==> config.mk <==
export PLATFORM = sky130hd
export DESIGN_NAME = issue_scoreboard
export DESIGN_NICKNAME = d
export VERILOG_FILES = /design/src/rtl/issue_scoreboard.sv
export SDC_FILE = /design/constraint.sdc
export NUM_CORES = 1
export LEC_CHECK = 0
export ABC_AREA = 1
export CAP_MARGIN = 10
export CORE_MARGIN = 2
export CORE_UTILIZATION = 50
export CTS_BUF_LIST = sky130_fd_sc_hd__clkbuf_2
export DETAILED_ROUTE_END_ITERATION = 16
export PLACE_DENSITY = 0.84
export SETUP_SLACK_MARGIN = 0.4
export SLEW_MARGIN = 20
export SYNTH_ARGS = -nofsm -noshare
export SYNTH_HDL_FRONTEND = slang
export SYNTH_SLANG_ARGS = --single-unit
==> constraint.sdc <==
create_clock -name clk -period 6.8 [get_ports clk]
set_clock_uncertainty 0.05 [all_clocks]
set_input_delay 1.36 -clock clk [delete_from_list [all_inputs] [get_ports clk]]
set_output_delay 1.36 -clock clk [all_outputs]
set_load 0.005 [all_outputs]
==> src/rtl/issue_scoreboard.sv <==
// Issue stage with a per-register pending-write scoreboard.
// Decoded instructions are checked for RAW/WAW hazards against outstanding
// writes and issued one per cycle into a single output slot, which feeds
// the register_file read ports and execute. Writeback retires pending writes.
module issue_scoreboard #(
  parameter  int ID_LENGTH   = 2,
  parameter  int MAX_PENDING = 3,
  localparam int NUM_REGS    = 2**ID_LENGTH,
  localparam int CNT_W       = $clog2(MAX_PENDING + 1)
) (
  input  logic                 clk,
  input  logic                 rst,
  input  logic                 in_valid,
  output logic                 in_ready,
  input  logic [ID_LENGTH-1:0] in_rs1,
  input  logic [ID_LENGTH-1:0] in_rs2,
  input  logic [ID_LENGTH-1:0] in_rd,
  input  logic                 in_wr_en,
  output logic                 out_valid,
  input  logic                 out_ready,
  output logic [ID_LENGTH-1:0] read_reg1,
  output logic [ID_LENGTH-1:0] read_reg2,
  output logic [ID_LENGTH-1:0] out_rd,
  output logic                 out_wr_en,
  input  logic                 wb_valid,
  input  logic [ID_LENGTH-1:0] wb_reg,
  input  logic                 flush,
  output logic [NUM_REGS-1:0]  pending,
  output logic [CNT_W-1:0]     inflight,
  output logic                 wb_err
);

  logic                 r_out_valid;
  logic [ID_LENGTH-1:0] r_rs1;
  logic [ID_LENGTH-1:0] r_rs2;
  logic [ID_LENGTH-1:0] r_rd;
  logic                 r_wr_en;
  logic [NUM_REGS-1:0]  r_pending;
  logic [CNT_W-1:0]     r_inflight;
  logic                 r_wb_err;

  logic [NUM_REGS-1:0]  w_clr;
  logic [NUM_REGS-1:0]  w_fclr;
  logic [NUM_REGS-1:0]  w_set;
  logic [NUM_REGS-1:0]  w_eff;
  logic [NUM_REGS-1:0]  w_pending_nxt;
  logic [CNT_W-1:0]     w_cnt_adj;
  logic [CNT_W-1:0]     w_cnt_nxt;
  logic                 w_full;
  logic                 w_hazard;
  logic                 w_accept;
  logic                 w_wb_illegal;

  // Writeback clear, flush clear and issue set vectors, plus hazard check
  // using the post-writeback view of the scoreboard.
  always_comb begin
    w_clr  = '0;
    w_fclr = '0;
    w_set  = '0;
    if (wb_valid && r_pending[wb_reg])
      w_clr[wb_reg] = 1'b1;
    if (flush && r_out_valid && r_wr_en)
      w_fclr[r_rd] = 1'b1;
    w_eff     = r_pending & ~w_clr;
    w_cnt_adj = r_inflight - CNT_W'(|w_clr);
    w_full    = (w_cnt_adj == CNT_W'(MAX_PENDING));
    w_hazard  = w_eff[in_rs1] | w_eff[in_rs2] |
                (in_wr_en & (w_eff[in_rd] | w_full));
    in_ready  = (~r_out_valid | out_ready) & ~w_hazard & ~flush;
    w_accept  = in_valid & in_ready;
    if (w_accept && in_wr_en)
      w_set[in_rd] = 1'b1;
    // A writeback racing a flush of the same register is treated as illegal:
    // the flushed write never happens, so nothing legitimate is retired.
    w_wb_illegal  = wb_valid & (~r_pending[wb_reg] | w_fclr[wb_reg]);
    w_pending_nxt = (r_pending & ~w_clr & ~w_fclr) | w_set;
  end

  // Inflight tracks popcount of the next scoreboard state.
  always_comb begin
    w_cnt_nxt = '0;
    for (int unsigned i = 0; i < NUM_REGS; i++)
      w_cnt_nxt = w_cnt_nxt + CNT_W'(w_pending_nxt[i]);
  end

  // Output slot: load on accept, drop on flush or consume, hold on stall.
  always_ff @(posedge clk or negedge rst) begin
    if (!rst) begin
      r_out_valid <= 1'b0;
      r_rs1       <= '0;
      r_rs2       <= '0;
      r_rd        <= '0;
      r_wr_en     <= 1'b0;
    end else if (w_accept) begin
      r_out_valid <= 1'b1;
      r_rs1       <= in_rs1;
      r_rs2       <= in_rs2;
      r_rd        <= in_rd;
      r_wr_en     <= in_wr_en;
    end else if (flush || (r_out_valid && out_ready)) begin
      r_out_valid <= 1'b0;
    end
  end

  // Scoreboard state, inflight count and sticky writeback error.
  always_ff @(posedge clk or negedge rst) begin
    if (!rst) begin
      r_pending  <= '0;
      r_inflight <= '0;
      r_wb_err   <= 1'b0;
    end else begin
      r_pending  <= w_pending_nxt;
      r_inflight <= w_cnt_nxt;
      if (w_wb_illegal)
        r_wb_err <= 1'b1;
    end
  end

  assign out_valid = r_out_valid;
  assign read_reg1 = r_rs1;
  assign read_reg2 = r_rs2;
  assign out_rd    = r_rd;
  assign out_wr_en = r_wr_en;
  assign pending   = r_pending;
  assign inflight  = r_inflight;
  assign wb_err    = r_wb_err;

endmodule

Yosys cells after proc, flatten, opt, wreduce, memory -nomap -nowiden. Index checks and enable logic that the tools add are counted.

Shifts and indexed selects: 0. $lt $le $gt $ge: 8. Add/subtract/negate cells: 4. $mul: 0. Bitwise operators: 19. Mux-type cells: 21. Divide/modulo/power cells: 0. Reductions and logical operators: 11. Equal/unequal tests: 1.

Operators by type and width (number): 2-bit by 3-bit < comparator with 1-bit output (second input constant) (5); 4-bit 2-to-1 mux (3); 1-bit binary-select mux with 2-bit select (5); 1-bit 2-to-1 mux (10); 4-bit AND (2); 1-bit logical AND (8); 4-bit inverter (2); 1-bit demux with 2-bit select (3); 2-bit by 1-bit greater-or-equal comparator with 1-bit output (second input constant) (3); 1-bit AND (5); 1-bit bitwise OR (5); 2-bit by 1-bit adder with 2-bit output (2); 1-bit inverter (4); 4-bit bitwise OR (1); 4-bit OR reduction (1); 1-bit by 1-bit adder with 2-bit output (1); 2-bit == test (second input constant) (1); 2-bit nonzero test (1); 2-bit by 1-bit subtractor with 2-bit output (1); 1-bit logical OR (1).

Memories kept: 0. Bits in writable memories: 0. Logic and storage cells: 72. Latch bits: 0. Register bits: 15. Bits in read-only memories: 0. Output and inout port bits: 16.

Longest topological paths before layout. Gate-level depths: netlist of run 1.

Depth after elaboration: 22. Mapped depth: 21.

Worst setup path before layout of run 1. OpenSTA, ideal clock, no wires.

Kind: input to output. From: input wb_reg[0]. To: output in_ready. Stages: 15. Required time: 5390 ps. Arrival time: 2763 ps. Setup slack: 2627 ps. Path through: buf_6 > inv_2 > nand2_1 > nand2_1 > nand2_1 > nand2_2 > nand2_1 > inv_1 > ha_1 > xnor2_1 > nor2_1 > a21oi_1 > nand3_1 > o21ai_2 > and2_1.

Word-level cells in the longest chain between the ends: 15. Elaborated cells between the ends (all ways): 27. Classes of those cells: 1 x add/sub; 2 x order compare; 1 x eq/ne; 11 x mux; 9 x bitwise; 3 x reduce/logical.

RTL lines: start, declared (RTL line 26) `input logic [ID_LENGTH-1:0] wb_reg,`; 2-bit by 3-bit < comparator with 1-bit output (implied by the code) or 2-bit by 1-bit greater-or-equal comparator with 1-bit output (tied branches) (RTL line 61) `w_clr[wb_reg] = 1'b1;`; 1-bit logical AND (implied by the code) (RTL line 61); 1-bit 2-to-1 mux (implied by the code) (RTL line 61); 1-bit demux with 2-bit select (RTL line 61); 4-bit 2-to-1 mux (*) (RTL line 60) `if (wb_valid && r_pending[wb_reg])`; parallel branches: the longest is 6 deep, another holds 2-bit by 1-bit subtractor with 2-bit output; 1-bit bitwise OR (*) (RTL line 67) `w_hazard = w_eff[in_rs1] | w_eff[in_rs2] |`; 1-bit inverter (*) (RTL line 69) `in_ready = (~r_out_valid | out_ready) & ~w_hazard & ~flush;`; 1-bit AND (*) (2 in series) (RTL line 69); end, declared (RTL line 14) `output logic in_ready,`.

Every way passes the cells marked *. The select of a mux whose other input is x is not followed.

Worst setup path in the final report of run 1. Same ends and word-level chain as after synthesis.

==> flow_summary.ini, run 1 <==
[clock_tree]
clockBufferDepth = 2
cts_resized = 0
cts-root-buf = clkbuf_2
cts_made_buffers = 3
clock_sinks = 15
cts_setup_buffers = 0
hold_buffers = 0
cts_tree = yes
htree_levels = 1
clk_pin_slew_ns = 0.15
insertion_delay_ns = 0.29

[finish]
fillers = 166
antenna_cells = 0
final_common_cell = nand2_1
layout_common_cells = nand2_1, clkdlybuf4s50_1, inv_1
fin_nets = 185
area_delta_synth_final_pct = 31.4
drive_above_1_share = 0.139

[floorplan]
fp.dieW_um = 50.0
die_h_um = 50.0
rows = 16
dieArea_um2 = 2500
initial_core_util = 0.533
ios = 31
core_um2 = 1980

[synth]
synth_fp_nets = 152
ys_warn_count = 0
synth.distinct_cells = 29
synth_top_cell_area_share = 0.355
synth_edf_count = 0
synth_flop_cell = dfrtp_1
yosysTopAreaCell = dfrtp_1
ys_seq_area_frac = 0.355
ys_seq_elements = 15
synth.avg_cell_area_um2 = 7.89
async_reset_ff_frac = 1.00
syn_area_um2 = 1060
ys_top_cells_by_area = dfrtp_1, nand2_1, inv_1
netlist_instances = 134

[drt]
dr.pass1.iters = 4
drtAntennaViolNets = 0
viasPerCell = 5.11
via_count = 987
drt_iter0_drc = 20
routedWlPerCell_um = 12.1
drc_errors = 0
wl_um = 2330

[critical_path]
cp_num_buf_inv = 4
reg2reg_from = pending[3]
cp-startpoint = wb_reg[0]
crit_chain = clkdlybuf4s50_1, inv_2, nand2_1, nand2_1, nand2_1, nand2_2, nand2_1, inv_1, ha_1, xnor2_1, nor2_1, a21oi_1, nand3_1, o21ai_2, and2_1, clkdlybuf4s50_1
worst_ep_arrival_time_ns = 3.99
worstPathRequired_ns = 5.39
cp-start-kind = input pin
crit_path_max_incr_delay_ns = 0.64
worst-r2r-setup-slack_ns = 3.68
crit_end = in_ready
slowest_stage = clkdlybuf4s50_1
reg2reg_depth = 19
crit_cells = 16
path_class = input pin to output pin
path_delay_family = buffers and inverters
reg2reg_to = inflight[1]
endpoint_kind = output pin
critPathMaxFanout = 9
path_common_cell = nand2_1

[global_route]
grt_pass1_vias = 901
antenna_found_initial = 0
grt_pass1_wl_um = 3820
grt_max_degree = 16
grt_use_total = 0.200
grt_overflow_total = 0

[sta]
slew_viol_final = 0
final.setup.worst_slack_ns = 1.40
fin_crit_sh = 0.794
min_period_ns = 5.40
rsz0062_at_grt = false
worst_pin_slew_ns = 0.702
fin_tns_setup_ns = 0
relSlewSlack = 0.530
setup_violations = 0
max_clock_freq_mhz = 185
hold_viol = 0

[min_path]
worst_hold_startpoint = wb_err
hp-class = flop to flop
min_path_cells = 2

[place]
port_buffers = 30
dp_hpwl_um = 1920
gp_congestion = 0.889
post-place-ws_ns = 1.40

[power]
cellLeakagePower_uw = 0.000655
ir_drop_v = 0.000198
finalPower_uw = 429
power.density_nw_per_um2 = 309

[outcome]
status = finished, final reports clean

[job]
maxCapViolCount = 0
-- cell usage after synthesis, types with 2 or more instances --
cell      count
nand2_1      33
inv_1        19
nor2_1       17
dfrtp_1      15
nand3_1       8
o21ai_2       7
nand3_2       4
nand2_2       3
buf_6         2
ha_1          2
nor3_1        2
o211ai_1      2
o21ai_1       2
o21bai_1      2
xnor2_1       2
-- cell families after synthesis --
kind of cell	after synthesis	synth area share
AO/OA/AOI/OAI	18	0.128
adder cells (fa/ha/maj)	3	0.0426
AND/OR/NAND/NOR	74	0.366
buffers and inverters	22	0.0923
XOR/XNOR	2	0.0166
flip-flops	15	0.355
-- where the power goes --
group / total [uW] / internal, uW / switching, uW
Clock: 45.8 / 15.6 / 30.2
Sequential: 156 / 124 / 31.7
Combinational: 227 / 122 / 105
Total: 429 / 262 / 167
-- flip-flops by register name (all words and copies together), names as in the netlist --
name / flops
read_reg2: 2
out_rd: 2
out_wr_en: 1
wb_err: 1
pending: 4
inflight: 2
read_reg1: 2
out_valid: 1
-- layout make-up --
type                       count  area, um2  area share
multi-input combinational     97        584       0.421
clock buffer                   4       20.0      0.0144
tap                           27       33.8      0.0243
sequential                    15        375       0.270
timing repair buffer          30        300       0.216
inverter                      20       75.1      0.0541
-- tightest hold or removal path, stage by stage, from the launching register on --
cell and delay [ns]:
dfrtp_1 0.37, inv_1 0.04, nand2_1 0.05
-- per-stage QoR --
step,util,hold WS [ns],instance area [um2],std cells
final,0.701,0.428,1390,193
after global routing,0.701,0.453,1390,193
after CTS,0.701,0.435,1390,193
after detailed placement,0.691,0.399,1370,189
after global placement,0.691,0.394,1370,189
after floorplan,-,0.407,1060,134
-- worst min-delay path by stage --
stage | slack (ns) | endpoint
detailed placement | 0.40 | wb_err
CTS | 0.44 | wb_err
finish | 0.43 | wb_err
global placement | 0.39 | wb_err
floorplan | 0.41 | wb_err
global route | 0.45 | wb_err
-- metal layers --
metal  wire length, um  GRT usage
met1              1020      0.256
met2              1180      0.325
met3                90     0.0394
met4                36     0.0880
met5                 0          0
Power figures use the tool's default switching activity.
==> run 2, diff against run 1 <==
--- a/config.mk
+++ b/config.mk
@@ -8,10 +8,10 @@
 export ABC_AREA = 1
 export CAP_MARGIN = 10
 export CORE_MARGIN = 2
-export CORE_UTILIZATION = 50
+export CORE_UTILIZATION = 48
 export CTS_BUF_LIST = sky130_fd_sc_hd__clkbuf_2
 export DETAILED_ROUTE_END_ITERATION = 16
-export PLACE_DENSITY = 0.84
+export PLACE_DENSITY = 0.81
 export SETUP_SLACK_MARGIN = 0.4
 export SLEW_MARGIN = 20
 export SYNTH_ARGS = -nofsm -noshare
==> constraint.sdc (replaced) <==
create_clock -name clk -period 5.59 [get_ports clk]
set_clock_uncertainty 0.05 [all_clocks]
set_input_delay 1.118 -clock clk [delete_from_list [all_inputs] [get_ports clk]]
set_output_delay 1.118 -clock clk [all_outputs]
set_load 0.005 [all_outputs]
==> run 2 against run 1 <==
Compared with the run above: register-to-register slack worse by 1.3 ns; cell count stayed put; sequential cell count unchanged; cell area is the same; utilization shrank 1.4 points; routed wire length up 3.3%; die area rose by 3.8%; total power grew 22%; combinational power increased by 23%; sequential share of layout area did not move.
==> flow_summary.ini, run 2 (synthesis results as in run 1) <==
[min_path]
min_path_cells = 2
worst_hold_startpoint = wb_err
hp-class = flop to flop

[drt]
wl_um = 2400
drc_errors = 0
routedWlPerCell_um = 12.4
via_count = 992
drtAntennaViolNets = 0
viasPerCell = 5.14
dr.pass1.iters = 5
drt_iter0_drc = 26

[sta]
max_clock_freq_mhz = 204
whs_ns = 0.429
fin_tns_setup_ns = 0
setup_violations = 0
final.setup.worst_slack_ns = 0.685
fin_crit_sh = 0.878
worst_pin_slew_ns = 0.694
hold_viol = 0
min_period_ns = 4.91
relSlewSlack = 0.536
rsz0062_at_grt = false
slew_viol_final = 0

[floorplan]
fp.dieW_um = 50.9
rows = 16
initial_core_util = 0.523
core_um2 = 2020
dieArea_um2 = 2590
die_h_um = 50.9
ios = 31

[place]
post_dp_cell_area_um2 = 1370
post-place-ws_ns = 0.681
port_buffers = 30
gp_congestion = 0.890
dp_hpwl_um = 2040

[critical_path]
slowest_stage = clkdlybuf4s50_1
reg2reg_from = pending[3]
cp-startpoint = wb_reg[0]
endpoint_kind = output pin
cp-start-kind = input pin
path_class = input pin to output pin
worstPathRequired_ns = 4.42
crit_chain = clkdlybuf4s50_1, inv_2, nand2_1, nand2_1, nand2_1, nand2_2, nand2_1, inv_1, ha_1, xnor2_1, nor2_1, a21oi_1, nand3_1, o21ai_2, and2_1, clkdlybuf4s50_1
worst_ep_arrival_time_ns = 3.74
crit_path_max_incr_delay_ns = 0.64
reg2reg_depth = 19
path_common_cell = nand2_1
critPathMaxFanout = 9

[clock_tree]
hold_buffers = 0
insertion_delay_ns = 0.28
cts_tree = yes
clockBufferDepth = 2
clk_pin_slew_ns = 0.13
cts_resized = 0
clock_sinks = 15
htree_levels = 1
cts_setup_buffers = 0
cts-root-buf = clkbuf_2
cts_made_buffers = 3

[power]
power.density_nw_per_um2 = 375
finalPower_uw = 521
cellLeakagePower_uw = 0.000655
ir_drop_v = 0.000218

[finish]
final_common_cell = nand2_1
drive_above_1_share = 0.139
largest_register_ff_count = 4
fin_nets = 185
seq_area_um2 = 375
layout_common_cells = nand2_1, clkdlybuf4s50_1, inv_1
antenna_cells = 0
fillers = 170
multi_input_area_um2 = 584
area_delta_synth_final_pct = 31.4
design_area_um2 = 1390

[outcome]
status = finished, final reports clean

[global_route]
grt_pass1_vias = 984
antenna_found_initial = 0
grt_max_degree = 16
grt_pass1_wl_um = 4320
grt_overflow_total = 0
grt_use_total = 0.221

[job]
maxCapViolCount = 0
## run 2: power by group
part           switching, uW  internal (uW)  total, uW
registers               39.3            151        190
logic                    130            149        279
clock network           32.4           19.0       51.3
total                    202            319        521
## run 2: metrics by stage
| step | std cells | utilization |
|---|---|---|
| after floorplan | 134 | - |
| after global placement | 189 | 0.677 |
| after detailed placement | 189 | 0.677 |
| after CTS | 193 | 0.687 |
| after global routing | 193 | 0.687 |
| final | 193 | 0.687 |
## run 2: worst paths after layout
path	end	slack, ns
max in group asynchronous	inflight[0]	3.86
worst max register to register	inflight[1]	2.43
worst min-delay path	wb_err	0.43
worst min register to register	wb_err	0.43
worst max-delay path	in_ready	0.68
min in group asynchronous	read_reg2[0]	1.19
## run 2: final cells by class
class | count | share of cell area
multi-input cells | 97 | 0.421
flip-flops and latches | 15 | 0.270
repair buffers | 30 | 0.216
inverters | 20 | 0.0541
well taps | 27 | 0.0243
clock buffers | 4 | 0.0144
## run 2: worst max-delay path: cells and delay by family
family                   cells  cell delay [ns]
buffers and inverters        4             1.25
AND/OR/NAND/NOR              8             0.69
AO/OA/AOI/OAI                2             0.36
adder cells (fa/ha/maj)      1             0.18
XOR/XNOR                     1             0.16
## run 2: layer usage
metal	track usage	routed length, um	vias to the layer above
met5	0	0	-
met4	0.0676	19	0
met3	0.0526	102	2
met2	0.398	1290	35
met1	0.256	989	460
li1	-	-	495
